===== src/rtl/via_sr_peer.sv =====
// Far-end serial peer for the via6522 shift register on CB1/CB2.
// Acts as a CB1 slave (VIA clocks) or as the CB1 master (VIA external-clock modes).
module via_sr_peer #(
    parameter int unsigned HALF_PERIOD = 4
) (
    input  logic       clk,
    input  logic       reset,
    input  logic       master,
    input  logic       start,
    input  logic       clear,
    input  logic [7:0] tx_data,
    input  logic       tx_load,
    output logic       tx_full,
    output logic       busy,
    output logic [7:0] rx_data,
    output logic       rx_valid,
    input  logic       cb1_in,
    output logic       cb1_out,
    input  logic       cb2_in,
    output logic       cb2_out
);

    localparam int unsigned CW = (HALF_PERIOD > 2) ? $clog2(HALF_PERIOD) : 1;
    localparam logic [CW-1:0] HP_LAST = CW'(HALF_PERIOD - 1);

    typedef enum logic [1:0] {IDLE, LOW, HIGH} state_t;

    state_t        state, state_nx;
    logic [CW-1:0] cnt, cnt_nx;
    logic          cb1_s1, cb1_s2, cb1_d, cb2_s1, cb2_s2;
    logic [7:0]    tx_sr, rx_sr, hold;
    logic [2:0]    bit_cnt;
    logic          mode_r;
    logic          idle, mode, rise, fall, s_rise, s_fall;
    logic          m_start, m_bit, shift, byte_done;

    assign idle      = (state == IDLE) && (bit_cnt == '0);
    // The master input is only honoured between bytes; mid-byte the latched mode holds.
    assign mode      = idle ? master : mode_r;
    assign rise      = cb1_s2 & ~cb1_d;
    assign fall      = ~cb1_s2 & cb1_d;
    assign s_rise    = rise & ~mode & ~clear;
    assign s_fall    = fall & ~mode & ~clear;
    assign shift     = s_rise | m_bit;
    assign byte_done = shift & (bit_cnt == 3'd7);
    assign busy      = ~idle;
    assign cb1_out   = (state != LOW);

    always_ff @(posedge clk or negedge reset) begin
        if (!reset) begin
            state <= IDLE;
            cnt   <= '0;
        end else begin
            state <= state_nx;
            cnt   <= cnt_nx;
        end
    end

    always_comb begin
        state_nx = state;
        cnt_nx   = cnt;
        m_start  = 1'b0;
        m_bit    = 1'b0;
        case (state)
            IDLE: begin
                if (start && master && bit_cnt == '0) begin
                    state_nx = LOW;
                    cnt_nx   = HP_LAST;
                    m_start  = 1'b1;
                end
            end
            LOW: begin
                if (cnt == '0) begin
                    state_nx = HIGH;
                    cnt_nx   = HP_LAST;
                end else begin
                    cnt_nx = cnt - CW'(1);
                end
            end
            HIGH: begin
                if (cnt == '0) begin
                    m_bit    = 1'b1;
                    cnt_nx   = HP_LAST;
                    state_nx = (bit_cnt == 3'd7) ? IDLE : LOW;
                end else begin
                    cnt_nx = cnt - CW'(1);
                end
            end
            default: state_nx = IDLE;
        endcase
        if (clear) begin
            state_nx = IDLE;
            m_start  = 1'b0;
            m_bit    = 1'b0;
        end
    end

    always_ff @(posedge clk or negedge reset) begin
        if (!reset) begin
            cb1_s1   <= 1'b1;
            cb1_s2   <= 1'b1;
            cb1_d    <= 1'b1;
            cb2_s1   <= 1'b1;
            cb2_s2   <= 1'b1;
            cb2_out  <= 1'b1;
            tx_sr    <= '1;
            rx_sr    <= '0;
            hold     <= '0;
            tx_full  <= 1'b0;
            rx_data  <= '0;
            rx_valid <= 1'b0;
            bit_cnt  <= '0;
            mode_r   <= 1'b0;
        end else begin
            cb1_s1   <= cb1_in;
            cb1_s2   <= cb1_s1;
            cb1_d    <= cb1_s2;
            cb2_s1   <= cb2_in;
            cb2_s2   <= cb2_s1;
            mode_r   <= mode;
            rx_valid <= 1'b0;

            if (clear)
                bit_cnt <= '0;
            else if (shift)
                bit_cnt <= bit_cnt + 3'd1;

            if (shift) begin
                rx_sr <= {rx_sr[6:0], cb2_s2};
                tx_sr <= {tx_sr[6:0], 1'b1};
            end

            if (byte_done) begin
                rx_data  <= {rx_sr[6:0], cb2_s2};
                rx_valid <= 1'b1;
                tx_sr    <= tx_full ? hold : '1;
                tx_full  <= 1'b0;
            end

            // Entering LOW after a master bit presents the post-shift MSB, i.e. tx_sr[6].
            if (s_fall || m_start)
                cb2_out <= tx_sr[7];
            else if (m_bit && bit_cnt != 3'd7)
                cb2_out <= tx_sr[6];

            // A load coinciding with byte end lands in tx_sr, after the reload above.
            if (tx_load) begin
                if (idle || byte_done) begin
                    tx_sr <= tx_data;
                    if (idle)
                        cb2_out <= tx_data[7];
                end else begin
                    hold    <= tx_data;
                    tx_full <= 1'b1;
                end
            end
        end
    end

endmodule


===== config.mk =====
export PLATFORM = sky130hd
export DESIGN_NAME = via_sr_peer
export DESIGN_NICKNAME = d
export VERILOG_FILES = /design/src/rtl/via_sr_peer.sv
export SDC_FILE = /design/constraint.sdc
export NUM_CORES = 1
export LEC_CHECK = 0
export CAP_MARGIN = 20
export CORE_MARGIN = 1.5
export CORE_UTILIZATION = 49
export CTS_CLUSTER_DIAMETER = 120
export DETAILED_ROUTE_END_ITERATION = 10
export PLACE_DENSITY = 0.75
export SETUP_SLACK_MARGIN = 0.3
export SLEW_MARGIN = 20
export SYNTH_ARGS = -nofsm -noshare
export SYNTH_HDL_FRONTEND = slang
export SYNTH_SLANG_ARGS = --single-unit

===== constraint.sdc =====
create_clock -name clk -period 2.2 [get_ports clk]
set_input_delay 0.44 -clock clk [delete_from_list [all_inputs] [get_ports clk]]
set_output_delay 0.44 -clock clk [all_outputs]
set_load 0.05 [all_outputs]

==> summary by stage, run 1 <==
Run status
The run finished with clean final reports.

Power
The power after layout is 3.114 mW. The switching power summed over all nets is 1.007 mW. The worst supply voltage drop on vdd is 0.6212 mV. The internal power component is 2.106 mW. Sequential cells account for 43.2% of the total power. The combinational share of power is 40.4%.

Net switching is 32.35% of the power. The ratio of total power to cell area is 1069 nW/µm². The clock power share is 16.4%. Summed over all cells, the static leakage comes to 1.452 nW.

Cells and area
The fraction of final layout cells with drive strength greater than 1 is 43.18%. The final cell utilization of the core is 66.87%. In the layout the commonest cells are dfrtp_1 (33), mux2_4 (16), mux2_2 (16). The repair_antennas step left the layout with diodes totalling 0. The sequential cell area is 1194 µm². The most common cell after layout, fill and taps aside is dfrtp_1. In the final layout, the multi-input gates occupy 1020 µm². The final layout contains 243 nets. The synthesis-to-finish area growth is 30.88%. The total of fill cells in the finished design is 309. The finished layout holds 272 standard cells, fillers aside.

Critical path
For the worst setup path, the data required time is 2.38 ns. The worst setup path is launched from a flip-flop. The end point of the critical path is rx_data[3]$_DFFE_PN0P_. The register-to-register setup slack is 0.18 ns. The largest fanout on the critical path is 5. The endpoint of the most critical register-to-register path is rx_data[3]$_DFFE_PN0P_. Tracing the worst setup path back leads to its startpoint at state[0]$_DFFE_PN0P_. The worst register-to-register path begins at state[0]$_DFFE_PN0P_.

The data arrival at the endpoint of the critical path is 2.20 ns. The endpoint kind of the worst setup timing path is a flip-flop. The critical path is of the reg2reg type. The number of cells on the worst reg-to-reg path is 9.

Clock tree
The longest clock path from root to sink contains 2 buffers. The TritonCTS sink count is 47. The cts-stage hold buffer count is 0. After clock tree synthesis, the clock-pin slew on the worst setup and hold paths is 0.09 ns. TritonCTS built the clock tree. The insertion delay of the later-clocked pin in the worst-skew pair is 0.29 ns.

The H-tree was split into 2 levels. The CTS buffer count is 5. In this run the clock root is driven by a clkbuf_8.

Global routing
The global-route wire length before repair is 7514 µm. Entering global routing, the biggest net connects 38 pins. The remaining global-route overflow is 0. The initial antenna violation count was 0. The global router's overall resource usage is 19.33%. The via count of the first global-routing pass is 1549.

STA
The worst setup skew after layout is 0.002772 ns. The number of failing setup endpoints in the final timing report is 0. In the post-route analysis, the smallest setup slack over all paths is 0.1838 ns. The number of hold violations in the final report is 0. Final hold analysis gives a worst-case slack of 0.2354 ns. Setup repair after global routing could not meet its margin everywhere. The relative slew slack is 45.75%. Static timing analysis puts the maximum clock frequency at 496.0 MHz. The count of pins over their slew limit came to 0. The final clock period utilization by the worst path is 91.64%.

The final critical path time including I/O delays and setup is 2.016 ns. The worst-margin pin slew is 0.8138 ns.

Yosys
The synthesis warning total is 0. The count of flip-flops with a built-in enable after synthesis is 0. Counting every net in the synthesized netlist gives 193. dfrtp_1 takes more of the synthesized area than any other cell. The synthesized area per cell is 13.16 µm². The number of instances in the synthesized netlist is 169.

After synthesis, the netlist uses 36 different library cells. The portion of synthesized cell area occupied by the leading cell type is 37.12%. The post-synthesis instance area is 2225 µm². The proportion of register bits with asynchronous set or reset after synthesis is 100.0%. The most used flip-flop cell after synthesis is dfrtp_1. In the post-synthesis netlist, the biggest area contributors are dfrtp_1 (37%), dfstp_2 (17%), mux2_2 (12%). For this run, the register share of the synthesized area comes to 53.66%.

The synthesized design contains 47 register bits.

Flow run
Across the run, the number of max-cap violations was 0.

Floorplanning
The I/O pin total is 29. The die extent in x is 70.38 µm. The core region is 4354 µm². The height of the die is 70.38 µm. Once the floorplan was initialized, standard cells occupied 51.09% of the core. The die covers 4953 µm². The row count is 24.

Drt
The first TritonRoute pass finished after 4 iterations. The number of nets with antenna violations after detailed routing is 0. Dividing the detail-routed via count by the number of cells gives 5.290. The total wirelength of the detailed-routed design is 4496 µm. The via count of the routed design is 1439.

For this run, design rule violations remaining after detail routing come to 0. The initial detailed-routing violation count is 70. After detailed routing, the average wire length per cell comes to 16.53 µm.

Placement
The HPWL after detailed placement is 3039 µm. The number of port buffers is 28. The total instance count after detailed placement is 255. Routability-driven placement finished with a final weighted congestion of 0.7615. The post-place setup slack is -0.2020 ns.

Hold path
The worst hold path belongs to the class in2async.
## flip-flops by register name, indices dropped and copies added (netlist names)
name and flops:
hold 8, rx_data 8, tx_sr 8, rx_sr 7
bit_cnt 3, cnt 2, state 2, cb1_d 1
cb1_s1 1, cb1_s2 1, cb2_out 1, cb2_s1 1
cb2_s2 1, mode_r 1, rx_valid 1, tx_full 1
## routing by layer
| layer | GRT usage (%) | vias up | share of wire, % |
|---|---|---|---|
| li1 | - | 686 | - |
| met1 | 25.31 | 726 | 46 |
| met2 | 31.97 | 23 | 49 |
| met3 | 5.339 | 4 | 3.6 |
| met4 | 4.487 | 0 | 0.89 |
| met5 | 0 | - | 0 |
## cell usage after synthesis, types with 2 or more instances
library cell	n
o21ai_0	3
mux2i_1	12
a21oi_1	3
mux2_2	23
buf_2	2
nor3_1	3
dfstp_2	14
buf_6	2
ha_1	8
inv_1	15
dfrtp_1	33
nor3b_1	2
o22ai_1	6
mux2_4	8
nor2_1	8
nand2_1	7
## worst min path at each step
stage / slack, ns / cells after the start / endpoint
CTS: 0.26 / 1 / rx_data[0]$_DFFE_PN0P_
global route: 0.31 / 1 / hold[2]$_DFFE_PN0P_
finish: 0.24 / 1 / rx_sr[0]$_DFFE_PN0P_
global placement: 0.35 / 0 / cb1_s2$_DFF_PN1_
detailed placement: 0.35 / 0 / cb1_s2$_DFF_PN1_
floorplan: 0.14 / 0 / bit_cnt[0]$_DFFE_PN0P_
## worst max-delay path, stage by stage (launching register included)
cell	delay [ns]
dfrtp_1	0.41
inv_2	0.09
ha_4	0.15
and3b_2	0.26
inv_8	0.04
a211oi_4	0.25
o21ai_2	0.13
buf_4	0.17
clkbuf_16	0.15
mux2_2	0.26
## through the flow
| step | TNS (ns) | area (µm²) |
|---|---|---|
| 3_3_place_gp | -1.744 | 2639 |
| 3_5_place_dp | -2.574 | 2639 |
| 2_1_floorplan | 0 | 2252 |
| 5_1_grt | 0 | 2912 |
| 6_report | 0 | 2912 |
| 4_1_cts | 0 | 2824 |
## power groups by stage
stage / combinational [mW] / clock [mW] / sequential (mW)
after floorplan: 0.795 / 0 / 1.34
after global placement: 1.05 / 0 / 1.34
after detailed placement: 1.10 / 0 / 1.36
after CTS: 1.21 / 0.526 / 1.34
after global routing: 1.36 / 0.560 / 1.37
final: 1.26 / 0.511 / 1.35
## what timing repair did
action                     4_1_cts  5_1_grt
setup endpoints to repair       45       39
gates resized for setup         21       14
gates cloned                     0        1
pin swaps                        8        6
buffers inserted                 7        1
## cell families after synthesis
group	after synthesis	share of synthesized area, %
AND/OR/NAND/NOR	29	7.368
multiplexers	44	22.95
XOR/XNOR	1	0.3938
AO/OA/AOI/OAI	19	6.637
flip-flops	47	53.66
adder cells (fa/ha/maj)	8	4.500
buffers and inverters	21	4.499
## final cells by class
class	instances	share of cell area [%]
Inverter	16	2.321
Clock inverter	2	0.4297
Clock buffer	6	2.492
Sequential cell	47	41.00
Tap cell	52	2.235
Multi-Input combinational cell	101	35.02
Timing Repair Buffer	48	16.50
Note: power is estimated with default switching activity, not from simulation.
==> run 2: changes to the inputs <==
Settings changed: CORE_UTILIZATION 49 to 58, PLACE_DENSITY 0.75 to 0.83.
Clock period 2.2 ns to 2.4 ns, I/O delays scaled along.
==> run 2 against run 1 <==
- largest cell class unchanged
- first-iteration DRC count fell by 11%
- count of clock-buffer cells in the layout did not move
- highest routed layer unchanged
- utilization rose by 9.8 points
==> summary by stage, run 2 (synthesized netlist as in run 1, its figures left out) <==
Run status
Outcome: finished clean (unchanged).

Floorplanning
The die footprint is 4216 µm² (was 4953 µm²). The area of the core region is 3661 µm² (was 4354 µm²). The row count is 22 (was 24). The die extent in x was 64.93 µm (was 70.38 µm). The initial core utilization came to 60.77% (was 51.09%). The height of the die is 64.93 µm (was 70.38 µm). The I/O pin total came to 29 (unchanged).

Cells and area
The final cell utilization of the core is 76.69% (was 66.87%). Commonest cells after routing, fill and taps aside: dfrtp_1 (33), clkdlybuf4s50_1 (24), mux2_2 (16) (was dfrtp_1 (33), mux2_4 (16), mux2_2 (16)). The number of standard cells in the layout, taps in and fillers out is 264 (was 272). The number of diodes is 0 (unchanged). The synthesis-to-finish area growth is 26.21% (was 30.88%).

Regs by FF count: hold (8), rx_data (8), tx_sr (8) (unchanged). The fraction of final layout cells with drive strength greater than 1 was 38.43% (was 43.18%). The final net count is 239 (was 243).

The most common cell after layout, fill and taps aside was dfrtp_1 (unchanged).

STA
The count of pins over their slew limit came to 0 (unchanged). The worst-margin pin slew was 0.6770 ns (was 0.8138 ns). The relative slew slack is 54.86% (was 45.75%). The worst-case setup margin in the final layout is 0.2373 ns (was 0.1838 ns). The number of failing setup endpoints in the final timing report is 0 (unchanged). Setup repair after global routing missed its margin: true (unchanged). The number of hold violations in the final report is 0 (unchanged). The final critical path time including I/O delays and setup was 2.163 ns (was 2.016 ns). The final clock period utilization by the worst path was 90.11% (was 91.64%). The setup TNS is 0 ns (unchanged). The maximum operating frequency was 462.4 MHz (was 496.0 MHz). The worst setup skew after layout came to 0.007996 ns (was 0.002772 ns).

Power
The internal power component was 1.986 mW (was 2.106 mW). The total leakage power was 1.345 nW (was 1.452 nW). The switching power summed over all nets came to 0.9196 mW (was 1.007 mW). The clock power share is 19.6% (was 16.4%). The ratio of total power to cell area is 1035 nW/µm² (was 1069 nW/µm²). The sequential group share of total power came to 42.6% (was 43.2%).

The switching power as a share of total power is 31.65% (was 32.35%). The worst supply voltage drop on vdd is 0.5380 mV (was 0.6212 mV). The combinational share of power is 37.8% (was 40.4%).

Drt
The via density per instance was 5.678 (was 5.290). The final routed wire length divided by cell count is 17.44 µm (was 16.53 µm). The number of nets with antenna violations after detailed routing is 0 (unchanged). The initial detailed-routing violation count is 62 (was 70).

The via count of the routed design is 1499 (was 1439). The total wirelength of the detailed-routed design was 4604 µm (was 4496 µm). The total iterations of the first detailed-routing run came to 4 (unchanged).

The post-detailed-route DRC marker count is 0 (unchanged).

Clock tree
The number of H-tree levels came to 2 (unchanged). The root cell of the clock tree is clkbuf_8 (unchanged). The buffer levels on the longest clock path is 2 (unchanged). The TritonCTS sink count was 47 (unchanged). The TritonCTS clock tree is yes (unchanged). The cts-stage hold buffer count is 0 (unchanged). The CTS buffer count came to 5 (unchanged). The clock-pin transition on the worst setup and hold timing paths was 0.08 ns (was 0.09 ns). The insertion delay of the later-clocked pin in the worst-skew pair is 0.30 ns (was 0.29 ns).

Global routing
The initial antenna violation count came to 0 (unchanged). The remaining global-route overflow was 0 (unchanged). The via count of the first global-routing pass is 1509 (was 1549). The global router's overall resource usage is 21.95% (was 19.33%). The largest net degree at the start of global routing is 32 (was 38). The global-route wire length before repair is 6948 µm (was 7514 µm).

Hold path
The worst min-delay path class is in2async (unchanged).

Critical path
The type of the worst setup path is reg2reg (unchanged). The endpoint kind of the worst setup timing path is a flip-flop (unchanged). The stage delay of the slowest cell on the critical path is 0.43 ns (was 0.41 ns). The data arrival at the endpoint of the critical path is 2.40 ns (was 2.20 ns). The cell family contributing the most delay on the critical path is buffers and inverters (unchanged). Critical-path cell list: inv_2 > ha_4 > and3b_2 > inv_8 > a211oi_4 > buf_4 > nor2_4 > buf_4 > mux2i_1 > mux2_4 (was inv_2 > ha_4 > and3b_2 > inv_8 > a211oi_4 > o21ai_2 > buf_4 > clkbuf_16 > mux2_2). The launch point of the worst path is state[0]$_DFFE_PN0P_ (unchanged). The cell at the slowest stage of the critical path was dfrtp_1 (unchanged). The critical path required time came to 2.63 ns (was 2.38 ns). The largest fanout on the critical path is 6 (was 5).

The startpoint type of the worst setup path was a flip-flop (unchanged). The origin of the critical flop-to-flop path is state[0]$_DFFE_PN0P_ (unchanged). The cell occurring most often along the worst timing path is buf_4. The number of buffers and inverters on the critical path came to 4 (unchanged).

Placement
The post-place setup slack is -0.02823 ns (was -0.2020 ns). The final weighted congestion in routability-driven placement was 0.8320 (was 0.7615). The total instance count after detailed placement is 248 (was 255). The post-detailed-placement half-perimeter wirelength came to 3016 µm (was 3039 µm).

The number of port buffers was 28 (unchanged).

Flow run
The count of maximum capacitance violations is 0 (unchanged).
-- run 2: cell types whose count changed in the layout (fill, tap and decap cells not counted), moves of 2 or more --
cell	change
dlymetal6s2s_1	-2
dlygate4sd2_1	-6
buf_12	-2
buf_8	-2
clkdlybuf4s50_1	+9
-- run 2: final cells by class --
class | instances | area, µm²
Sequential cell | 47 | 1194
Multi-Input combinational cell | 101 | 978.4
Fill cell | 240 | 853.3
Timing Repair Buffer | 44 | 397.9
Clock buffer | 6 | 72.57
Inverter | 16 | 67.56
Tap cell | 48 | 60.06
Clock inverter | 2 | 37.54
-- run 2: metal layers --
| layer | routed length, µm | vias up | track usage [%] |
|---|---|---|---|
| met5 | 0 | - | 0 |
| met4 | 71 | 0 | 7.181 |
| met3 | 232 | 11 | 6.076 |
| met2 | 2440 | 45 | 38.53 |
| met1 | 1859 | 768 | 25.90 |
| li1 | - | 675 | - |
-- run 2: timing repair --
item / in CTS / in global routing
gates resized for setup: 8 / 6
setup endpoints to repair: 19 / 24
setup buffers: 3 / 5
pin swaps: 3 / 4
-- run 2: power by group through the flow --
stage	Sequential (mW)	Clock, mW	Combinational [mW]
CTS	1.23	0.578	0.988
global route	1.26	0.611	1.18
finish	1.24	0.570	1.10
floorplan	1.23	0	0.727
detailed placement	1.24	0	0.948
global placement	1.22	0	0.898
-- run 2: worst paths after layout --
| kind | to | slack, ns | depth (start not counted) |
|---|---|---|---|
| max | tx_sr[2]$_DFF_PN1_ | 0.24 | 10 |
| min | rx_data[0]$_DFFE_PN0P_ | 0.21 | 1 |
| max reg2reg | tx_sr[2]$_DFF_PN1_ | 0.24 | 10 |
| min reg2reg | cb1_s2$_DFF_PN1_ | 0.35 | 0 |
| max in group asynchronous | tx_sr[1]$_DFF_PN1_ | 1.50 | 2 |
| min in group clk | cb1_s2$_DFF_PN1_ | 0.35 | 0 |
-- run 2: metrics by stage --
step | hold WS, ns | total power [mW] | instance area, µm²
finish | 0.2094 | 2.906 | 2808
global route | 0.2484 | 3.048 | 2808
CTS | 0.2193 | 2.796 | 2748
detailed placement | 0.3468 | 2.186 | 2601
global placement | 0.3466 | 2.123 | 2601
floorplan | 0.1844 | 1.953 | 2248
==> run 3: changes to the inputs <==
--- a/config.mk
+++ b/config.mk
@@ -8,8 +8,8 @@
 export CAP_MARGIN = 20
 export CORE_MARGIN = 1.5
-export CORE_UTILIZATION = 58
+export CORE_UTILIZATION = 49
 export CTS_CLUSTER_DIAMETER = 120
 export DETAILED_ROUTE_END_ITERATION = 10
-export PLACE_DENSITY = 0.83
+export PLACE_DENSITY = 0.75
 export SETUP_SLACK_MARGIN = 0.3
 export SLEW_MARGIN = 20
==> constraint.sdc (replaced) <==
create_clock -name clk -period 1.75 [get_ports clk]
set_input_delay 0.35 -clock clk [delete_from_list [all_inputs] [get_ports clk]]
set_output_delay 0.35 -clock clk [all_outputs]
set_load 0.01 [all_outputs]
==> run 3 against run 2 <==
- the flow now finishes with violations (negative setup slack)
- utilization fell by 1.9 points
- critical path depth fell by 2
- final cell count rose by 12%
- design area is 16% higher
- critical endpoint unchanged
- largest power group is now combinational logic
==> summary by stage, run 3 (synthesized netlist as in run 1, its figures left out) <==
Clock tree
The insertion delay of the later-clocked pin in the worst-skew pair is 0.30 ns (about the same). The clock-pin transition on the worst setup and hold timing paths is 0.08 ns (about the same). The root cell of the clock tree is clkbuf_8 (unchanged).

The buffer levels on the longest clock path is 2 (unchanged). The TritonCTS clock tree is yes (unchanged). The CTS buffer count is 5 (unchanged). The TritonCTS sink count was 47 (unchanged). The cts-stage hold buffer count was 0 (unchanged). The number of H-tree levels is 2 (unchanged).

Cells and area
The total of fill cells in the finished design is 252 (was 240). The synthesis-to-finish area growth is 46.34% (was 26.21%). The fraction of final layout cells with drive strength greater than 1 was 53.69% (was 38.43%). The final cell utilization of the core is 74.77% (was 76.69%). Commonest cells after routing, fill and taps aside: dfrtp_1 (33), buf_4 (28), mux2_4 (23) (was dfrtp_1 (33), clkdlybuf4s50_1 (24), mux2_2 (16)).

The most common cell after layout, fill and taps aside is dfrtp_1 (unchanged). The final net count is 267 (was 239). Regs by FF count: hold (8), rx_data (8), tx_sr (8) (unchanged). The number of diodes was 0 (unchanged).

Placement
The post-detailed-placement half-perimeter wirelength is 3100 µm (was 3016 µm). The final weighted congestion in routability-driven placement is 0.8768 (was 0.8320). The post-place setup slack is -0.5506 ns (was -0.02823 ns). The number of port buffers is 28 (unchanged).

Drt
The post-detailed-route DRC marker count is 0 (unchanged). The total wirelength of the detailed-routed design came to 5591 µm (was 4604 µm). The initial detailed-routing violation count is 100 (was 62). The total iterations of the first detailed-routing run is 4 (unchanged).

The final routed wire length divided by cell count is 18.89 µm (was 17.44 µm). The number of nets with antenna violations after detailed routing is 0 (unchanged). The via count of the routed design is 1634 (was 1499). The via density per instance came to 5.520 (was 5.678).

Power
The combinational share of power is 43.5% (was 37.8%). The switching power as a share of total power was 31.17% (was 31.65%). The switching power summed over all nets is 1.299 mW (was 0.9196 mW). The ratio of total power to cell area came to 1280 nW/µm² (was 1035 nW/µm²). The total leakage power was 1.604 nW (was 1.345 nW).

The power after layout is 4.166 mW (was 2.906 mW). The internal power component is 2.868 mW (was 1.986 mW). The clock power share is 15.5% (was 19.6%). The sequential group share of total power is 41.1% (was 42.6%).

The worst supply voltage drop on vdd was 0.5573 mV (was 0.5380 mV).

Global routing
The via count of the first global-routing pass was 1657 (was 1509). The initial antenna violation count was 0 (unchanged). The remaining global-route overflow came to 0 (unchanged). The largest net degree at the start of global routing came to 48 (was 32).

The global-route wire length before repair is 8383 µm (was 6948 µm). The global router's overall resource usage is 22.19% (was 21.95%).

Flow run
The count of maximum capacitance violations is 0 (unchanged).

Floorplanning
The die extent in x came to 70.38 µm (was 64.93 µm). The area of the core region came to 4354 µm² (was 3661 µm²). The I/O pin total is 29 (unchanged). The die footprint is 4953 µm² (was 4216 µm²). The height of the die is 70.38 µm (was 64.93 µm). The initial core utilization is 51.09% (was 60.77%).

The row count is 24 (was 22).

STA
The setup TNS is -8.052 ns (was 0 ns). The relative slew slack is 61.13% (was 54.86%). The maximum operating frequency is 484.9 MHz (was 462.4 MHz). The worst-case setup margin in the final layout came to -0.3124 ns (was 0.2373 ns). Setup repair after global routing missed its margin: true (unchanged). The worst setup skew after layout is 0.002808 ns (was 0.007996 ns). The count of pins over their slew limit was 0 (unchanged).

The final critical path time including I/O delays and setup is 2.062 ns (was 2.163 ns). The number of failing setup endpoints in the final timing report is 40 (was 0). The final clock period utilization by the worst path came to 117.9% (was 90.11%). The worst-margin pin slew is 0.5830 ns (was 0.6770 ns).

The number of hold violations in the final report is 0 (unchanged). The minimum hold slack is 0.1227 ns (was 0.2094 ns).

Critical path
The largest fanout on the critical path came to 6 (unchanged). The critical path required time is 1.98 ns (was 2.63 ns). The cell family contributing the most delay on the critical path is compound AO/OA/AOI/OAI gates (was buffers and inverters). The stage delay of the slowest cell on the critical path was 0.39 ns (was 0.43 ns). The cell at the slowest stage of the critical path is dfrtp_1 (unchanged). The startpoint type of the worst setup path is a flip-flop (unchanged). The data arrival at the endpoint of the critical path is 2.30 ns (was 2.40 ns). The type of the worst setup path was reg2reg (unchanged). The endpoint kind of the worst setup timing path was a flip-flop (unchanged). The number of buffers and inverters on the critical path is 2 (was 4). Critical-path cell list: inv_2 > ha_4 > and4b_2 > a211oi_4 > o21ai_4 > a21boi_4 > buf_12 > mux2_4 (was inv_2 > ha_4 > and3b_2 > inv_8 > a211oi_4 > buf_4 > nor2_4 > buf_4 > mux2i_1 > mux2_4).

Hold path
The worst min-delay path class was in2async (unchanged).

Run status
The checks that failed: negative setup slack. Outcome: complete, but fails checks (was finished clean).
run 3: cell types whose count changed in the layout (fill, tap and decap cells not counted), moves of 7 or more:
| cell | change |
|---|---|
| buf_6 | +12 |
| clkdlybuf4s50_1 | -10 |
| dlygate4sd2_1 | +8 |
| buf_4 | +13 |
| mux2_4 | +8 |
| mux2_2 | -7 |
run 3: worst paths after layout:
path                                      start                     end  slack, ns  cells past startpoint
min reg2reg                    cb1_s1$_DFF_PN1_        cb1_s2$_DFF_PN1_       0.36                      0
min                                       reset    rx_sr[0]$_DFFE_PN0P_       0.12                      2
min in group clk               cb1_s1$_DFF_PN1_        cb1_s2$_DFF_PN1_       0.36                      0
max reg2reg                state[1]$_DFFE_PN0P_      tx_sr[2]$_DFF_PN1_      -0.31                      8
max in group asynchronous                 reset  rx_data[5]$_DFFE_PN0P_       1.23                      2
max                        state[1]$_DFFE_PN0P_      tx_sr[2]$_DFF_PN1_      -0.31                      8
run 3: layer usage:
metal	vias to the layer above	track usage [%]	part of all wire [%]
met4	0	9.615	3.7
met1	832	26.77	41
met3	21	5.195	3.6
li1	736	-	-
met5	-	0	0
met2	45	37.74	52
run 3: per-stage QoR:
step | cells | instance area (µm²)
floorplan | 169 | 2273
global placement | 267 | 2755
detailed placement | 267 | 2755
CTS | 285 | 3075
global route | 296 | 3256
finish | 296 | 3256
run 3: power by group through the flow:
stage	combinational, mW	clock (mW)	sequential, mW
floorplan	0.948	0	1.65
detailed placement	1.33	0	1.71
global placement	1.28	0	1.69
finish	1.81	0.644	1.71
CTS	1.60	0.651	1.70
global route	1.93	0.692	1.74
run 3: final cells by class:
type / count / area (µm²) / share of cell area (%)
clock buffers: 6 / 72.57 / 2.229
clock inverters: 2 / 12.51 / 0.3843
inverters: 16 / 60.06 / 1.845
multi-input cells: 102 / 1176 / 36.13
flip-flops and latches: 47 / 1194 / 36.66
well taps: 52 / 65.06 / 1.998
repair buffers: 71 / 675.6 / 20.75
run 3: timing repair:
item | CTS | global route
setup endpoints to repair | 53 | 43
pin swaps | 16 | 13
resized for setup | 59 | 20
setup buffers | 9 | 10
cloned | 1 | 1
